[src/rtl/rat_flags_pkg.sv]
// Shared types for the ALU flag unit:
// branch condition codes and the {C,Z} flag pair.
package rat_flags_pkg;

  typedef enum logic [2:0] {
    BR_ALWAYS = 3'd0,
    BR_CS     = 3'd1,
    BR_CC     = 3'd2,
    BR_EQ     = 3'd3,
    BR_NE     = 3'd4
  } br_cond_t;

  typedef struct packed {
    logic c;
    logic z;
  } flags_t;

endpackage

[src/rtl/flag_shadow_stack.sv]
// LIFO of saved {C,Z} pairs for nested interrupts.
// Push/pop are ignored when full/empty; depth never wraps.
module flag_shadow_stack
  import rat_flags_pkg::*;
#(
  parameter int DEPTH = 4,
  localparam int DW = $clog2(DEPTH + 1)
) (
  input  logic          clk,
  input  logic          rst,
  input  logic          push,
  input  logic          pop,
  input  flags_t        din,
  output flags_t        top,
  output logic          full,
  output logic          empty,
  output logic [DW-1:0] depth
);

  flags_t        mem_q [DEPTH];
  flags_t        mem_d [DEPTH];
  logic [DW-1:0] depth_q;
  logic [DW-1:0] depth_d;

  assign full  = (depth_q == DW'(DEPTH));
  assign empty = (depth_q == '0);
  assign depth = depth_q;

  // Top-of-stack read and next stack contents/depth.
  always_comb begin
    mem_d   = mem_q;
    depth_d = depth_q;
    top     = '0;
    for (int i = 0; i < DEPTH; i++) begin
      if (DW'(i + 1) == depth_q) top = mem_q[i];
    end
    if (push && !full) begin
      for (int i = 0; i < DEPTH; i++) begin
        if (DW'(i) == depth_q) mem_d[i] = din;
      end
      depth_d = depth_q + DW'(1);
    end else if (pop && !empty) begin
      depth_d = depth_q - DW'(1);
    end
  end

  // Stack storage and depth register.
  always_ff @(posedge clk) begin
    if (rst) begin
      mem_q   <= '{default: '0};
      depth_q <= '0;
    end else begin
      mem_q   <= mem_d;
      depth_q <= depth_d;
    end
  end

endmodule

[src/rtl/alu_flags_unit.sv]
// C/Z flag registers with SEC/CLC, shadow save/restore,
// sticky stack errors and branch condition decode.
module alu_flags_unit
  import rat_flags_pkg::*;
#(
  parameter int DEPTH = 4,
  localparam int DW = $clog2(DEPTH + 1)
) (
  input  logic          CLK,
  input  logic          RST,
  input  logic          ALU_C,
  input  logic          ALU_Z,
  input  logic          FLG_C_LD,
  input  logic          FLG_Z_LD,
  input  logic          FLG_C_SET,
  input  logic          FLG_C_CLR,
  input  logic          FLG_SAVE,
  input  logic          FLG_RESTORE,
  input  logic [2:0]    BR_COND,
  output logic          C_FLAG,
  output logic          Z_FLAG,
  output logic          ALU_CIN,
  output logic          BR_TAKE,
  output logic [DW-1:0] SHAD_DEPTH,
  output logic          SHAD_OVF,
  output logic          SHAD_UNF
);

  flags_t flags_q;
  flags_t flags_d;
  flags_t top;
  logic   ovf_q;
  logic   ovf_d;
  logic   unf_q;
  logic   unf_d;
  logic   full;
  logic   empty;
  logic   push;
  logic   pop;

  // A save/restore collision is an error, never a stack op.
  assign push = FLG_SAVE && !FLG_RESTORE;
  assign pop  = FLG_RESTORE && !FLG_SAVE;

  flag_shadow_stack #(.DEPTH(DEPTH)) u_stack (
    .clk   (CLK),
    .rst   (RST),
    .push  (push),
    .pop   (pop),
    .din   (flags_q),
    .top   (top),
    .full  (full),
    .empty (empty),
    .depth (SHAD_DEPTH)
  );

  // Flag next-value priority and sticky error capture.
  always_comb begin
    flags_d = flags_q;
    ovf_d   = ovf_q;
    unf_d   = unf_q;
    if (pop && !empty) begin
      flags_d = top;
    end else begin
      if (FLG_C_SET)      flags_d.c = 1'b1;
      else if (FLG_C_CLR) flags_d.c = 1'b0;
      else if (FLG_C_LD)  flags_d.c = ALU_C;
      if (FLG_Z_LD)       flags_d.z = ALU_Z;
    end
    if (FLG_SAVE && (FLG_RESTORE || full)) ovf_d = 1'b1;
    if (FLG_RESTORE && (FLG_SAVE || empty)) unf_d = 1'b1;
  end

  // Flag and error registers.
  always_ff @(posedge CLK) begin
    if (RST) begin
      flags_q <= '0;
      ovf_q   <= 1'b0;
      unf_q   <= 1'b0;
    end else begin
      flags_q <= flags_d;
      ovf_q   <= ovf_d;
      unf_q   <= unf_d;
    end
  end

  // Branch decision from registered flags.
  always_comb begin
    BR_TAKE = 1'b0;
    case (br_cond_t'(BR_COND))
      BR_ALWAYS: BR_TAKE = 1'b1;
      BR_CS:     BR_TAKE = flags_q.c;
      BR_CC:     BR_TAKE = !flags_q.c;
      BR_EQ:     BR_TAKE = flags_q.z;
      BR_NE:     BR_TAKE = !flags_q.z;
      default:   BR_TAKE = 1'b0;
    endcase
  end

  assign C_FLAG   = flags_q.c;
  assign Z_FLAG   = flags_q.z;
  assign ALU_CIN  = flags_q.c;
  assign SHAD_OVF = ovf_q;
  assign SHAD_UNF = unf_q;

endmodule
[config.mk]
export PLATFORM = sky130hd
export DESIGN_NAME = alu_flags_unit
export DESIGN_NICKNAME = d
export VERILOG_FILES = /design/src/rtl/rat_flags_pkg.sv /design/src/rtl/flag_shadow_stack.sv /design/src/rtl/alu_flags_unit.sv
export SDC_FILE = /design/constraint.sdc
export NUM_CORES = 1
export LEC_CHECK = 0
export BUFFER_PORTS_ARGS = -buffer_cell sky130_fd_sc_hd__buf_2
export CORE_UTILIZATION = 47
export CTS_BUF_LIST = sky130_fd_sc_hd__clkbuf_16
export DETAILED_ROUTE_END_ITERATION = 10
export PLACE_DENSITY = 0.74
export SETUP_SLACK_MARGIN = 0.02
export SKIP_LAST_GASP = 1
export SYNTH_ARGS = -nofsm -noshare
export SYNTH_HDL_FRONTEND = slang
export SYNTH_SLANG_ARGS = --single-unit
[constraint.sdc]
create_clock -name CLK -period 1.45 [get_ports CLK]
set_input_delay 0.0725 -clock CLK [delete_from_list [all_inputs] [get_ports CLK]]
set_output_delay 0.0725 -clock CLK [all_outputs]
set_load 0.02 [all_outputs]
Word level (Yosys, flattened, before mapping)

Index checks and enable logic that the tools add are counted.

Bits in registers: 15
Input port bits: 13
Output and inout bits: 9
Word-level logic and storage cells: 59

Add/sub/neg operators: 2
Equality and inequality tests: 9
Muxes and demuxes: 12
Reductions and logical operators: 23

Operators with widths:

| operator            | count |
|---|---|
| $mux 2              | 5 |
| $reduce_and 2->1    | 4 |
| $eq 2x3->1 const A  | 2 |
| $eq 3x2->1 const B  | 2 |
| $eq 3x3->1 const B  | 2 |
| $logic_and 1x1->1   | 6 |
| $logic_not 1->1     | 6 |
| $logic_not 3->1     | 2 |
| $mux 3              | 2 |
| $pmux 1 s5          | 1 |
| $mux 1              | 4 |
| $reduce_bool 2->1   | 2 |
| $reduce_bool 4->1   | 1 |
| $add 3x1->3 const B | 1 |
| $eq 1x3->1 const A  | 1 |
| $eq 3x1->1 const B  | 1 |
| $eq 3x3->1 const A  | 1 |
| $sub 3x1->3 const B | 1 |
| $logic_or 1x1->1    | 2 |

Longest topological paths before layout

Gate-level depths: netlist (run 1).

Word-level depth: 6
Mapped depth: 7
Mapped depth without buffers: 6

By module

From an unflattened synthesis (run 1), not the netlist that was laid out.

Cell total of the unflattened synthesis: 115
Area, all modules: 878.3 um2

By module, submodules not included:

| module            | instances | cells each | area each (um2) | seq. area each (um2) |
|---|---|---|---|---|
| flag_shadow_stack | 1         | 87         | 651.9           | 220.2 |
| alu_flags_unit    | 1         | 28         | 226.5           | 80.1 |

Least setup slack after synthesis (run 1)

OpenSTA, ideal clock, no wires.

Kind: register -> register
Start point: register u_stack.depth_q[0] (netlist: u_stack.depth[0])
End point: register u_stack.mem_q[1] in the netlist's numbering
Library setup time: 0.128 ns
Arrival time: 1.474 ns
Required time: 1.322 ns
Slack: -0.152 ns
Stages on the path, launching flop included: 7
Path buffers: 0
Clock period less this slack: 1.602 ns
Cells stage by stage: dfxtp_1 -> inv_1 -> ha_1 -> nand2_1 -> and3_1 -> mux2i_1 -> nor2_1

Longest elaborated chain between the ends: 4
Elaborated cells on any way between the ends: 5
Those cells by class: eq/ne (2); reduce/logical (3)

Ends and longest elaborated chain:

| what                                | line                    | RTL |
|---|---|---|
| from (decl)                         | flag_shadow_stack.sv:22 | `logic [DW-1:0] depth_q;` |
| from (signal assigned)              | flag_shadow_stack.sv:54 | `depth_q <= depth_d;` |
| $eq 3x3->1                          | flag_shadow_stack.sv:25 | `assign full = (depth_q == DW'(DEPTH));` |
| $logic_not 1->1                     | flag_shadow_stack.sv:37 | `if (push && !full) begin` |
| $logic_and 1x1->1                   | flag_shadow_stack.sv:37 |  |
| $reduce_and 2->1 (no source line) * | -                       |  |
| to (signal assigned)                | flag_shadow_stack.sv:53 | `mem_q <= mem_d;` |
| to (decl)                           | flag_shadow_stack.sv:20 | `flags_t mem_q [DEPTH];` |

Every way passes the cells marked *; elsewhere a longest branch is shown, timed or not.
A chain may end at the register's enable or synchronous reset.

Worst setup path in the final report (run 1)

Start point: register u_stack.depth_q[1] (netlist: u_stack.depth[1])
End point: register flags_q (netlist bit ALU_CIN)

Longest elaborated chain between the ends: 6
Elaborated cells on any way between the ends: 13
Those cells by class: eq/ne (4); mux (5); reduce/logical (4)

Ends and longest elaborated chain:

| what                 | line                    | RTL |
|---|---|---|
| $eq 1x3->1           | flag_shadow_stack.sv:35 | `if (DW'(i + 1) == depth_q) top = mem_q[i];` |
| $mux 2 (4 in a row)  | flag_shadow_stack.sv:35 |  |
| $mux 2               | alu_flags_unit.sv:62    | `if (pop && !empty) begin` |
| to (signal assigned) | alu_flags_unit.sv:81    | `flags_q <= flags_d;` |
| to (decl)            | alu_flags_unit.sv:29    | `flags_t flags_q;` |

Parallel ways exist; a longest one is shown, timed or not.

==> results.json, run 1 <==
{
  "p_int_uw": 961,
  "cts.clk_slew.worst_paths_ns": 0.05,
  "drt_iter0_markers": 29,
  "clkSinkCount": 15,
  "p_sw_uw": 409,
  "multi_input_area_um2": 658,
  "p_sw_share_pct": 29.9,
  "ys_types": 35,
  "h-tree-depth": 1,
  "io_pins": 22,
  "max_freq_ghz": 0.705,
  "grt_max_degree": 18,
  "power_frac_seq_pct": 34.5,
  "combPwrFrac_pct": 25.9,
  "initial_core_util_pct": 52.6,
  "setup_violations": 0,
  "worst_setup_path_end_kind": "register",
  "drc": 0,
  "rsz0062_at_grt": "yes",
  "io_buffer_count": 21,
  "area_growth_pct": 28.0,
  "yosysTopAreaCell": "dfxtp_1",
  "seq_area_frac_synth_pct": 31.4,
  "die_y_um": 47.1,
  "finalHoldViolations": 0,
  "dieWidth_um": 47.1,
  "leakagePower_nw": 0.505,
  "drive_gt1_share_pct": 40.3,
  "worstSkewPairLatency_ns": 0.25,
  "status": "finished clean",
  "fin_util_pct": 67.3,
  "worstSetupStartpointType": "register",
  "ctsHoldBuffers": 0,
  "powerDensity_mw_per_mm2": 1120,
  "syn_area_um2": 957,
  "drv_slew": 0,
  "fillers": 152,
  "overflow": 0,
  "diodes": 0,
  "synth_top_area_share_pct": 31.4,
  "cts_tree": "yes",
  "core_area_mm2": 0.00182,
  "cap_violations": 0,
  "grt_use_total_pct": 23.4,
  "clockBufferDepth": 2,
  "vias": 919,
  "crit_required_ns": 1.61,
  "nets": 154,
  "ff_latch_area_um2": 313,
  "tightest_slew_ns": 0.330,
  "drtPass1Iterations": 4,
  "viasPerCell": 5.78,
  "wl_per_cell_um": 14.5,
  "path_max_fanout": 7,
  "hold_path.class": "in -> reg",
  "drt_wl_total_mm": 2.31,
  "hpwl_mm": 1.56,
  "synth_seq_cells": 15,
  "grt_pass1_wl_mm": 3.60,
  "num_rows": 15,
  "fin_crit_sh_pct": 97.8,
  "path_class": "reg -> reg",
  "power.share.clock_pct": 39.6,
  "fin_setup_tns_ns": 0,
  "avgSynthCellArea_um2": 8.40,
  "cts_buffers": 3,
  "arrival_ns": 1.57,
  "synthCells": 114,
  "syn-num-nets": 133,
  "antenna_found_initial": 0,
  "cts_root_buf": "clkbuf_16",
  "clock_skew_ns": 0.00276,
  "layout_min_cycle_time_ns": 1.42,
  "dieArea_mm2": 0.00222,
  "grt_pass1_vias": 772,
  "whs_ns": 0.101,
  "synth_top_cells_by_area": "dfxtp_1 31%, ha_1 7.8%, nand2_1 5.9%, a21oi_1 5.8%, mux2i_1 5.2%",
  "relSlewSlack_pct": 78.0,
  "synth_warnings": 0,
  "ant_nets": 0,
  "globalplace.congestion": 0.769,
  "ir_drop_mv": 0.945
}
[worst paths after layout]
kind | depth (start not counted) | from | slack (ns) | endpoint
max | 5 | u_stack.depth[1]$_SDFFE_PP0P_ | 0.03 | ALU_CIN$_SDFFE_PP0P_
min | 3 | FLG_C_SET | 0.10 | ALU_CIN$_SDFFE_PP0P_
max reg2reg | 5 | u_stack.depth[1]$_SDFFE_PP0P_ | 0.03 | ALU_CIN$_SDFFE_PP0P_
min reg2reg | 2 | SHAD_OVF$_SDFFE_PP0P_ | 0.47 | SHAD_OVF$_SDFFE_PP0P_
[per-stage QoR]
stage / std cells / worst slack [ns] / cell area, um2 / power, mW
floorplan: 114 / 0.0343 / 992 / 0.713
global placement: 154 / -0.0140 / 1090 / 0.783
detailed placement: 154 / -0.0324 / 1090 / 0.788
CTS: 158 / 0.0218 / 1200 / 1.35
global route: 159 / -0.0252 / 1220 / 1.44
finish: 159 / 0.0321 / 1220 / 1.37
[logic make-up after synthesis]
| kind of cell | count (synthesis) | share of synthesized area (%) |
|---|---|---|
| simple gates | 42 | 22.9 |
| compound gates | 31 | 22.2 |
| flops | 15 | 31.4 |
| buf+inv | 12 | 7.45 |
| mux | 6 | 6.41 |
| fa+ha+maj | 6 | 7.84 |
| xor+xnor | 2 | 1.83 |
[cell type report]
cell class / count / share of cell area (%)
clock buffers: 3 / 6.13
clock inverters: 1 / 0.409
inverters: 4 / 1.23
multi-input cells: 87 / 53.7
flip-flops and latches: 15 / 25.5
well taps: 25 / 2.55
repair buffers: 24 / 10.4
[cell usage in the layout (no fill, tap or decap), types with 2 or more instances in the layout]
| cell | synthesis | layout |
|---|---|---|
| inv_2 | 1 | 3 |
| ha_4 | 0 | 2 |
| nor2b_2 | 1 | 2 |
| o41ai_2 | 2 | 2 |
| buf_4 | 3 | 3 |
| clkbuf_16 | 0 | 3 |
| a21oi_1 | 11 | 11 |
| ha_1 | 6 | 2 |
| dfxtp_1 | 15 | 11 |
| ha_2 | 0 | 2 |
| dfxtp_4 | 0 | 3 |
| nand2_1 | 15 | 14 |
| buf_2 | 0 | 21 |
| o21ai_1 | 1 | 2 |
| nor2_1 | 12 | 11 |
| o32ai_1 | 2 | 2 |
| o21ai_0 | 7 | 6 |
| nand2b_1 | 5 | 5 |
| mux2i_1 | 5 | 5 |
[power groups by stage]
| stage | Combinational [mW] | Clock [mW] | Sequential [mW] |
|---|---|---|---|
| floorplan | 0.224 | 0 | 0.489 |
| global placement | 0.307 | 0 | 0.477 |
| detailed placement | 0.308 | 0 | 0.479 |
| CTS | 0.332 | 0.547 | 0.471 |
| global route | 0.386 | 0.574 | 0.477 |
| finish | 0.355 | 0.543 | 0.473 |
[what timing repair did]
action | 4_1_cts | 5_1_grt
setup endpoints to repair | 5 | 8
resized for setup | 6 | 8
pin swaps | 1 | 1
setup buffers | 0 | 1
hold endpoints to repair | 0 | 0
[Yosys cell counts]
cell type,instances
dfxtp_1,15
nand2_1,15
nor2_1,12
a21oi_1,11
o21ai_0,7
ha_1,6
mux2i_1,5
nand2b_1,5
buf_4,3
clkbuf_1,3
inv_1,3
a221oi_1,2
and3_1,2
buf_6,2
o32ai_1,2
o41ai_2,2
a211o_1,1
a21boi_1,1
a22oi_2,1
a31oi_1,1
and2b_1,1
inv_2,1
mux2_2,1
nand2b_2,1
nand2b_4,1
nand3_1,1
nor2b_1,1
nor2b_2,1
nor4b_1,1
nor4b_2,1
o21ai_1,1
o221ai_1,1
o22ai_1,1
xnor2_1,1
xor2_1,1
[per-layer routing]
layer	vias to the layer above	GRT usage [%]	wire length, um
met4	0	8.57	37
met5	-	0	0
met2	52	36.9	1100
li1	440	-	-
met1	423	32.1	987
met3	4	3.85	186
[critical path, stage by stage, from the launching register on]
cell and delay [ns]:
dfxtp_4 0.36, ha_2 0.20, ha_4 0.19, nor4b_4 0.26
a221oi_1 0.13, o41ai_2 0.19
[sequential cells by signal, indices dropped and copies added (netlist names)]
name and flops:
ALU_CIN 1, SHAD_OVF 1, SHAD_UNF 1, Z_FLAG 1, u_stack.depth 3, u_stack.mem_q 8
Power figures use the tool's default switching activity.
==> run 2: changes to the inputs <==
--- a/config.mk
+++ b/config.mk
@@ -9,7 +9,7 @@
 export CORE_UTILIZATION = 47
 export CTS_BUF_LIST = sky130_fd_sc_hd__clkbuf_16
 export DETAILED_ROUTE_END_ITERATION = 10
-export PLACE_DENSITY = 0.74
+export PLACE_DENSITY = 0.73
 export SETUP_SLACK_MARGIN = 0.02
 export SKIP_LAST_GASP = 1
 export SYNTH_ARGS = -nofsm -noshare
==> run 2 against run 1 <==
  * Register-to-register slack hardly changed
  * Cell count is 0.63% higher
  * Combinational power is 2% higher
  * Sequential power is 1% lower
  * Routed wire length is 4.2% lower
  * Total power is 0.22% lower
  * Critical path depth stayed put
  * Critical path type unchanged
  * Critical endpoint is now u_stack.depth[2]$_SDFFE_PP0P_
  * Largest cell class unchanged
==> results.json, run 2 (synthesized netlist as in run 1, its figures left out) <==
{
  "status": "finished clean",
  "cts_tree": "yes",
  "ir_drop_mv": 0.775,
  "grt_pass1_vias": 750,
  "worst_setup_path_end_kind": "register",
  "wl_per_cell_um": 13.8,
  "globalplace.congestion": 0.804,
  "drive_gt1_share_pct": 38.5,
  "fin_crit_sh_pct": 97.1,
  "overflow": 0,
  "grt_use_total_pct": 21.3,
  "crit_required_ns": 1.61,
  "relSlewSlack_pct": 74.6,
  "area_growth_pct": 28.0,
  "cts.clk_slew.worst_paths_ns": 0.05,
  "largest_reg_flops": 8,
  "fin_setup_tns_ns": 0,
  "io_pins": 22,
  "worstSetupStartpointType": "register",
  "path_class": "reg -> reg",
  "initial_core_util_pct": 52.6,
  "max_stage_delay_ns": 0.38,
  "drc": 0,
  "diodes": 0,
  "path_buf_inv": 1,
  "cts_root_buf": "clkbuf_16",
  "placedCellCount": 155,
  "clkSinkCount": 15,
  "viasPerCell": 5.63,
  "finalHoldViolations": 0,
  "drt_iter0_markers": 21,
  "layout_common_cells": "21 x buf_2, 15 x nand2_1, 12 x nor2_1, 11 x dfxtp_1, 10 x a21oi_1",
  "ant_nets": 0,
  "powerDensity_mw_per_mm2": 1120,
  "nets": 155,
  "dieArea_mm2": 0.00222,
  "grt_max_degree": 18,
  "finalNonFillerCells": 160,
  "worstSkewPairLatency_ns": 0.24,
  "core_area_mm2": 0.00182,
  "regMostFlops": "u_stack.mem_q",
  "clockBufferDepth": 2,
  "cap_violations": 0,
  "finalPower_mw": 1.37,
  "arrival_ns": 1.57,
  "path_delay_family": "flip-flops",
  "die_y_um": 47.1,
  "whs_ns": 0.105,
  "tightest_slew_ns": 0.376,
  "drt_wl_total_mm": 2.21,
  "path_max_fanout": 8,
  "antenna_found_initial": 0,
  "max_freq_ghz": 0.711,
  "num_rows": 15,
  "ctsHoldBuffers": 0,
  "rsz0062_at_grt": "yes",
  "drv_slew": 0,
  "grt_pass1_wl_mm": 3.36,
  "slowest_stage": "dfxtp_2",
  "layout_min_cycle_time_ns": 1.41,
  "cts_buffers": 3,
  "worstPathCellList": "inv_2 > ha_4 > nor4b_1 > o21ai_1 > a31oi_1",
  "clock_skew_ns": 0.00145,
  "leakagePower_nw": 0.511,
  "fin_util_pct": 67.3,
  "io_buffer_count": 21,
  "h-tree-depth": 1,
  "final_common_cell": "buf_2",
  "hpwl_mm": 1.52,
  "dieWidth_um": 47.1,
  "setup_violations": 0,
  "vias": 900,
  "hold_path.class": "in -> reg",
  "drtPass1Iterations": 4
}
-- run 2: final timing paths --
path | end | from | slack [ns] | cells after the start
worst min register to register | SHAD_OVF$_SDFFE_PP0P_ | SHAD_OVF$_SDFFE_PP0P_ | 0.47 | 2
worst min-delay path | ALU_CIN$_SDFFE_PP0P_ | FLG_C_SET | 0.10 | 3
worst max register to register | u_stack.depth[2]$_SDFFE_PP0P_ | u_stack.depth[1]$_SDFFE_PP0P_ | 0.04 | 5
worst max-delay path | u_stack.depth[2]$_SDFFE_PP0P_ | u_stack.depth[1]$_SDFFE_PP0P_ | 0.04 | 5
-- run 2: worst reg2reg max path: stages, from the launching register on --
cell     delay (ns)
dfxtp_2        0.38
inv_2          0.08
ha_4           0.19
nor4b_1        0.35
o21ai_1        0.14
a31oi_1        0.18
-- run 2: layer usage --
layer | up-vias | track usage (%) | part of all wire (%)
met5 | - | 0 | 0
met2 | 29 | 32.8 | 45
li1 | 437 | - | -
met1 | 432 | 31.1 | 49
met4 | 0 | 5.14 | 0.72
met3 | 2 | 3.85 | 4.8
-- run 2: layout make-up --
| cell class | count | area (um2) |
|---|---|---|
| flip-flops and latches | 15 | 310 |
| fillers | 141 | 596 |
| inverters | 4 | 15.0 |
| multi-input cells | 87 | 654 |
| well taps | 25 | 31.3 |
| clock buffers | 3 | 75.1 |
| repair buffers | 25 | 135 |
| clock inverters | 1 | 3.75 |
-- run 2: metrics by stage --
stage | area (um2) | setup WS, ns
detailed placement | 1090 | 0.00187
global placement | 1090 | 0.0156
floorplan | 992 | 0.0343
finish | 1220 | 0.0426
CTS | 1190 | 0.0198
global route | 1220 | -0.0248
-- run 2: report_power, final --
group	internal (mW)	leakage, nW	switching (mW)
combinational	0.153	0.344	0.209
sequential	0.438	0.125	0.0283
clock	0.366	0.0423	0.173
-- run 2: what timing repair did --
action	CTS	global route
pin swaps	1	0
setup endpoints to repair	4	8
buffers inserted	0	1
gates resized for setup	3	7
